## src/rtl/reg_file_array.sv

```systemverilog
// reg_file_array: register file storage with hardwired-zero R0, two async read ports and a sticky multi-hot error.
// Optional write-through bypass when REG_FILE_BYPASS_EN is defined.
module reg_file_array #(
  parameter int DATA_WIDTH = 16,
  parameter int NUM_REGS   = 16,
  parameter int ID_WIDTH   = 4
) (
  input  logic                  clk,
  input  logic                  rst,
  input  logic [NUM_REGS-1:0]   wordline,
  input  logic [DATA_WIDTH-1:0] write_data,
  input  logic [ID_WIDTH-1:0]   src1_id,
  input  logic [ID_WIDTH-1:0]   src2_id,
  output logic [DATA_WIDTH-1:0] src1_data,
  output logic [DATA_WIDTH-1:0] src2_data,
  output logic                  wl_err,
  output logic [15:0]           write_count
);
  logic [DATA_WIDTH-1:0] regs [NUM_REGS];
  logic one_hot;
  logic multi_hot;
  logic [DATA_WIDTH-1:0] rd1;
  logic [DATA_WIDTH-1:0] rd2;
  assign one_hot   = (wordline != '0) && ((wordline & (wordline - NUM_REGS'(1))) == '0);
  assign multi_hot = (wordline != '0) && !one_hot;
  // regs[0] is never written, so it stays the constant zero that R0 reads as
  always_ff @(posedge clk or posedge rst) begin
    if (rst) begin
      for (int i = 0; i < NUM_REGS; i++) regs[i] <= '0;
      wl_err      <= 1'b0;
      write_count <= '0;
    end else begin
      for (int i = 1; i < NUM_REGS; i++)
        if (one_hot && wordline[i]) regs[i] <= write_data;
      if (one_hot) write_count <= write_count + 16'd1;
      if (multi_hot) wl_err <= 1'b1;
    end
  end
  assign rd1 = (src1_id == '0) ? '0 : regs[src1_id];
  assign rd2 = (src2_id == '0) ? '0 : regs[src2_id];
`ifdef REG_FILE_BYPASS_EN
  assign src1_data = (one_hot && src1_id != '0 && wordline[src1_id]) ? write_data : rd1;
  assign src2_data = (one_hot && src2_id != '0 && wordline[src2_id]) ? write_data : rd2;
`else
  assign src1_data = rd1;
  assign src2_data = rd2;
`endif
endmodule

```

## config.mk

```make
export PLATFORM = sky130hd
export DESIGN_NAME = reg_file_array
export DESIGN_NICKNAME = d
export VERILOG_FILES = /design/src/rtl/reg_file_array.sv
export SDC_FILE = /design/constraint.sdc
export NUM_CORES = 1
export LEC_CHECK = 0
export CAP_MARGIN = 20
export CORE_MARGIN = 2
export CORE_UTILIZATION = 47
export CTS_CLUSTER_SIZE = 25
export DETAILED_ROUTE_END_ITERATION = 12
export GPL_TIMING_DRIVEN = 0
export MAX_ROUTING_LAYER = met4
export PLACE_DENSITY = 0.66
export SYNTH_ARGS = -nofsm -noshare
export SYNTH_HDL_FRONTEND = slang
export SYNTH_SLANG_ARGS = --single-unit
```

## constraint.sdc

```tcl
create_clock -name clk -period 13.93 [get_ports clk]
set_input_delay 2.786 -clock clk [delete_from_list [all_inputs] [get_ports clk]]
set_output_delay 2.786 -clock clk [all_outputs]
set_load 0.01 [all_outputs]
```

==> results of run 1 <==
[worst min-delay path by stage]
stage                               start               to  slack [ps]  depth (start not counted)
final                              wl_err           wl_err         470                          1
after detailed placement           wl_err           wl_err         460                          1
after floorplan                 regs[202]        regs[202]         490                          1
after global placement             wl_err           wl_err         460                          1
after global routing      write_count[15]  write_count[15]         500                          1
after CTS                          wl_err           wl_err         470                          1
[per-layer routing]
metal  share of wire  track usage
met1            0.47        0.367
met3           0.047       0.0331
met5               0            -
met4           0.017       0.0506
met2            0.46        0.368
[sequential cells by signal, summed over array words and instances (netlist names)]
signal,cells
regs,240
wl_err,1
write_count,16
[cell usage in the layout, fill, tap and decap left out, types with 2 or more instances in the layout]
cell,Yosys,final
nor3_2,2,2
nand3_1,11,11
o21ai_0,18,18
nand2_1,23,23
dfrtp_1,257,257
buf_4,1,2
nand2_2,5,5
xnor2_1,13,13
buf_8,0,3
xor2_1,2,2
or2_2,2,2
buf_2,9,9
clkbuf_16,0,31
nand2b_1,2,2
mux2_4,40,40
and2_1,2,2
a21oi_1,17,17
nor2_1,18,18
buf_1,19,19
buf_16,0,2
o31a_1,2,2
nor3_1,3,3
buf_12,5,5
nor4_1,2,2
clkbuf_8,0,6
mux2_2,248,248
clkbuf_1,48,54
nand2_8,4,4
or4_1,5,5
nand4_1,5,5
nor2b_1,2,2
a21o_1,3,3
mux4_2,113,113
clkdlybuf4s50_1,0,86
a22oi_1,14,14
a22o_1,17,17
bufinv_16,0,3
clkinv_2,0,6
and3_1,6,6
[metrics by stage]
step	cell area, sq um	hold slack (ps)	setup WS [ps]
CTS	16500	474	4440
detailed placement	15500	460	4440
global route	16500	500	4340
global placement	15400	456	532
floorplan	14000	490	4070
finish	16500	467	4390
[logic make-up (layout without fill, tap and decap cells)]
kind of cell / count (synthesis) / count (layout) / synth area share
mux: 401 / 401 / 0.423
buf+inv: 84 / 229 / 0.0294
xor+xnor: 15 / 15 / 0.00937
simple gates: 95 / 95 / 0.0395
flops: 257 / 257 / 0.459
fa+ha+maj: 2 / 2 / 0.00161
compound gates: 77 / 77 / 0.0382
[where the power goes]
group	switching (mW)	internal [mW]
Clock	0.310	0.491
Combinational	0.0672	0.0336
Sequential	0.000363	0.747
[layout make-up]
class / count / area (sq um)
Fill cell: 2410 / 13000
Inverter: 1 / 11.3
Sequential cell: 257 / 6430
Timing Repair Buffer: 92 / 968
Buffer: 83 / 409
Tap cell: 390 / 488
Clock inverter: 10 / 129
Clock buffer: 43 / 881
Multi-Input combinational cell: 590 / 7180
==> out/qor.yml, run 1 <==
clock_sinks: 257
yosys_warnings: 16
htree_levels: 1
r2r-start: "write_count[2]"
antenna_found_initial: 0
diodes: 0
vias_per_cell: 6.04
placed_cells: 1410
critical_path_class: "in2out"
synth_area_sq_mm: 0.0140
path_cells: "clkdlybuf4s50_1 -> buf_1 -> clkbuf_1 -> buf_1 -> mux4_2 -> a21oi_1 -> o21ai_0 -> clkdlybuf4s50_1"
io_pins: 91
chipWidth_microns: 177
ys_ff_latch: 257
synth_nets: 974
p_leak_nw: 7.52
portBuffers: 86
fin_util: 0.560
clkLatencyLatePin_ps: 550
fin_crit_ps: 9540
synthFlopType: "dfrtp_1"
nNetsFinal: 1098
reg2regPathDepth: 6
ys_seq_area_frac: 0.459
ys_types: 45
crit_slowest_cell: "clkbuf_1"
drv_cap: 0
critPathMaxFanout: 10
total_power_mw: 1.65
core_sq_mm: 0.0295
rrSetupSlack_ps: 12090
yosys.area.top_type_share: 0.459
holdCritPathClass: "reg2reg"
dr.pass1.iters: 5
critPathRequiredTime_ps: 11140
clock_skew_ps: 6.17
finalNonFillerCells: 1466
yosysMostFrequentCell: "dfrtp_1"
synth-async-reset-ratio: 1.00
routabilityCongestion: 0.900
slew_headroom: 0.330
rows: 63
synthCells: 931
critical_path.max_stage_delay_ps: 660
dp_hpwl_microns: 26200
worstPathArrival_ps: 6750
cp_top_family: "buffers and inverters"
grt_usage: 0.247
ir_drop_uv: 76.1
ys_top_cells_by_count: "257 x dfrtp_1, 248 x mux2_2, 113 x mux4_2"
die_y_microns: 177
cts_buffers: 30
drc: 0
setup_violations: 0
grt_pass1_vias: 9020
synth_area_leader_cell: "dfrtp_1"
slew_violations: 0
drt_first_iter_violations: 773
grt_pass1_wl_microns: 56500
cp-start-kind: "primary input"
outcome: "finished, final reports clean"
setup.worst_path.start: "src2_id[1]"
areaGrowthSynthToFinish_pct: 17.6
synth-edff-count: 0
crit_path_end: "src2_data[10]"
timing.fmax_mhz: 105
totalWireLength_microns: 36700
cts_tree: "built"
start_util: 0.476
grt-ovfl-total: 0
cts_resized: 0
hold_violations: 0
vias: 8861
p_per_area_mw_per_mm2: 100
postCtsHoldBufs: 0
critPathBufInv: 5
syn_avg_cell_area_sq_um: 15.1
wl_per_cell_microns: 25.0
end_kind: "output port"
drive_gt1_frac: 0.452
rsz0062_at_grt: "no"
setup-tns-final_ps: 0
tightestPinTransition_ps: 1000
cts_buffer_depth: 3
cts_setup_buffers: 0
yosys-top-cells-area: "dfrtp_1 46%, mux2_2 20%, mux4_2 18%"
cts-root-buf: "clkbuf_16"
worstReg2RegEnd: "write_count[15]"
min_period_over_period: 0.685
grt_max_degree: 117
path_depth: 8
antenna_left: 0
cts.clk_slew.worst_paths_ps: 60
die_area_sq_mm: 0.0312
No activity file was read; power rests on OpenSTA's default activity.
==> run 2, diff against run 1 <==
- clock period: 13.93 -> 9.95 ns (I/O delays scaled with it)
==> results of run 2 <==
Same layout as run 1 (identical final DEF). Status: finished, final reports clean.
Main changes from that run: setup slack after placement 4440 ps -> 2050 ps; setup slack after layout 4390 ps -> 2010 ps; register-to-register setup slack 12090 ps -> 8110 ps; total power 1.65 mW -> 2.31 mW; worst IR drop on VDD 76.1 uV -> 107 uV
==> run 3, diff against run 2 <==
- PLACE_DENSITY: 0.66 -> 0.68
- clock period: 9.95 -> 6.5 ns (I/O delays scaled with it)
==> run 3 against run 2 <==
  * Clock power rose by 59%
  * Count of clock-buffer cells in the layout increased by 2
  * Register-to-register slack got worse by 3500 ps
  * Critical path depth is 1 lower
  * Cell area up 0.75%
  * Hold slack hardly changed
  * Utilization is 0.42 points higher
  * Critical path type unchanged
  * Critical endpoint is now src1_data[14]
==> out/qor.yml, run 3 (same netlist as run 1, synthesis figures left out) <==
outcome: "finished, final reports clean"
setup.worst_path.start: "src1_id[1]"
path_cells: "clkdlybuf4s50_1 -> clkbuf_1 -> clkbuf_1 -> clkbuf_1 -> mux4_2 -> mux4_2 -> clkdlybuf4s50_1"
die_y_microns: 177
fillers: 2448
start_util: 0.476
dp_hpwl_microns: 26500
mostFrequentLayoutCell: "dfrtp_1"
finalNonFillerCells: 1471
min_period_over_period: 0.987
rrSetupSlack_ps: 4600
cts_buffers: 30
p_sw_frac: 0.229
postCtsHoldBufs: 0
setup-tns-final_ps: 0
tightestPinTransition_ps: 1080
mostFrequentLayoutCells: "257 x dfrtp_1, 248 x mux2_2, 113 x mux4_2"
setup_violations: 0
grt_pass1_vias: 9259
hold_violations: 0
wl_per_cell_microns: 25.0
critPathMaxFanout: 10
clock_skew_ps: 2.15
cts.clk_slew.worst_paths_ps: 60
grt-ovfl-total: 0
holdCritPathClass: "reg2reg"
hold-worst-slack_ps: 467
drv_cap: 0
largest_reg_flops: 240
comb_power_share: 0.062
areaGrowthSynthToFinish_pct: 18.5
critical_path.max_stage_delay_ps: 710
reg2regPathDepth: 6
drt_first_iter_violations: 661
cts-root-buf: "clkbuf_16"
htree_levels: 1
routabilityCongestion: 0.886
vias: 8925
grt_pass1_wl_microns: 57000
end_kind: "output port"
clkLatencyLatePin_ps: 550
placed_cells: 1415
met3_length_microns: 1730
p_sw_mw: 0.826
cts_tree: "built"
rsz0062_at_grt: "no"
route.met2.wl_microns: 17500
cp_common_cell: "clkbuf_1"
totalWireLength_microns: 36800
drc: 0
vias_per_cell: 6.07
p_leak_nw: 7.58
hold_path_depth: 1
cts_buffer_depth: 3
antenna_found_initial: 0
worstReg2RegEnd: "write_count[15]"
diodes: 0
sequentialPowerShare: 0.444
clock_sinks: 257
r2r-start: "write_count[2]"
ir_drop_uv: 213
critical_path_class: "in2out"
crit_slowest_cell: "clkbuf_1"
place_worst_setup_slack_ps: -1.24
chipWidth_microns: 177
slew_violations: 0
fin_util: 0.564
core_sq_mm: 0.0295
wl_met1_microns: 16600
top_layer_used: "met4"
fin_crit_ps: 6420
critPathRequiredTime_ps: 5200
largestRegisters: "regs (240), write_count (16), wl_err (1)"
dr.pass1.iters: 5
portBuffers: 86
die_area_sq_mm: 0.0312
multi_input_area_sq_mm: 0.00718
worstPathArrival_ps: 5120
cp-start-kind: "primary input"
clock_power_share: 0.494
io_pins: 91
drive_gt1_frac: 0.455
grt_usage: 0.250
regMostFlops: "regs"
fin_ws_ps: 83.1
antenna_left: 0
p_per_area_mw_per_mm2: 217
rows: 63
nNetsFinal: 1103
internal_power_mw: 2.78
slew_headroom: 0.277
timing.fmax_mhz: 156
seqCellArea_sq_mm: 0.00643
crit_path_end: "src1_data[14]"
grt_max_degree: 42
## run 3: metrics by stage
| stage | total power, mW | instance area [sq um] |
|---|---|---|
| 2_1_floorplan | 1.75 | 14000 |
| 3_3_place_gp | 1.84 | 15400 |
| 3_5_place_dp | 1.85 | 15500 |
| 4_1_cts | 3.63 | 16600 |
| 5_1_grt | 3.71 | 16600 |
| 6_report | 3.61 | 16600 |
## run 3: final cells by class
type | count | share of cell area
Buffer | 83 | 0.0248
Clock buffer | 45 | 0.0540
Clock inverter | 8 | 0.00866
Inverter | 1 | 0.000452
Multi-Input combinational cell | 590 | 0.432
Sequential cell | 257 | 0.387
Tap cell | 390 | 0.0294
Timing Repair Buffer | 97 | 0.0638
## run 3: worst min-delay path by stage
stage,from,to,slack (ps)
3_3_place_gp,write_count[15],write_count[15],460
4_1_cts,write_count[15],write_count[15],470
3_5_place_dp,wl_err,wl_err,460
2_1_floorplan,regs[202],regs[202],490
6_report,write_count[15],write_count[15],470
5_1_grt,write_count[15],write_count[15],510
## run 3: power by group through the flow
stage	Combinational, mW	Clock, mW	Sequential [mW]
2_1_floorplan	0.120	0	1.63
3_3_place_gp	0.209	0	1.63
3_5_place_dp	0.222	0	1.63
4_1_cts	0.223	1.80	1.60
5_1_grt	0.241	1.86	1.60
6_report	0.223	1.78	1.60
## run 3: repair_timing
action / 4_1_cts / 5_1_grt
endpoints found under the setup margin: 2 / 2
setup buffers: 0 / 0
cloned: 0 / 0
hold endpoints to repair: 0 / 0
gates resized for setup: 1 / 1
## run 3: layer usage
layer  track usage  vias to the layer above
met5             -                        -
met4        0.0665                        0
met3        0.0286                       51
met2         0.386                      230
met1         0.354                     4802
li1              -                     3842
## run 3: worst max-delay path, delay by kind of cell
family | cells | cell delay (ps)
buffers and inverters | 5 | 2800
multiplexers | 2 | 990
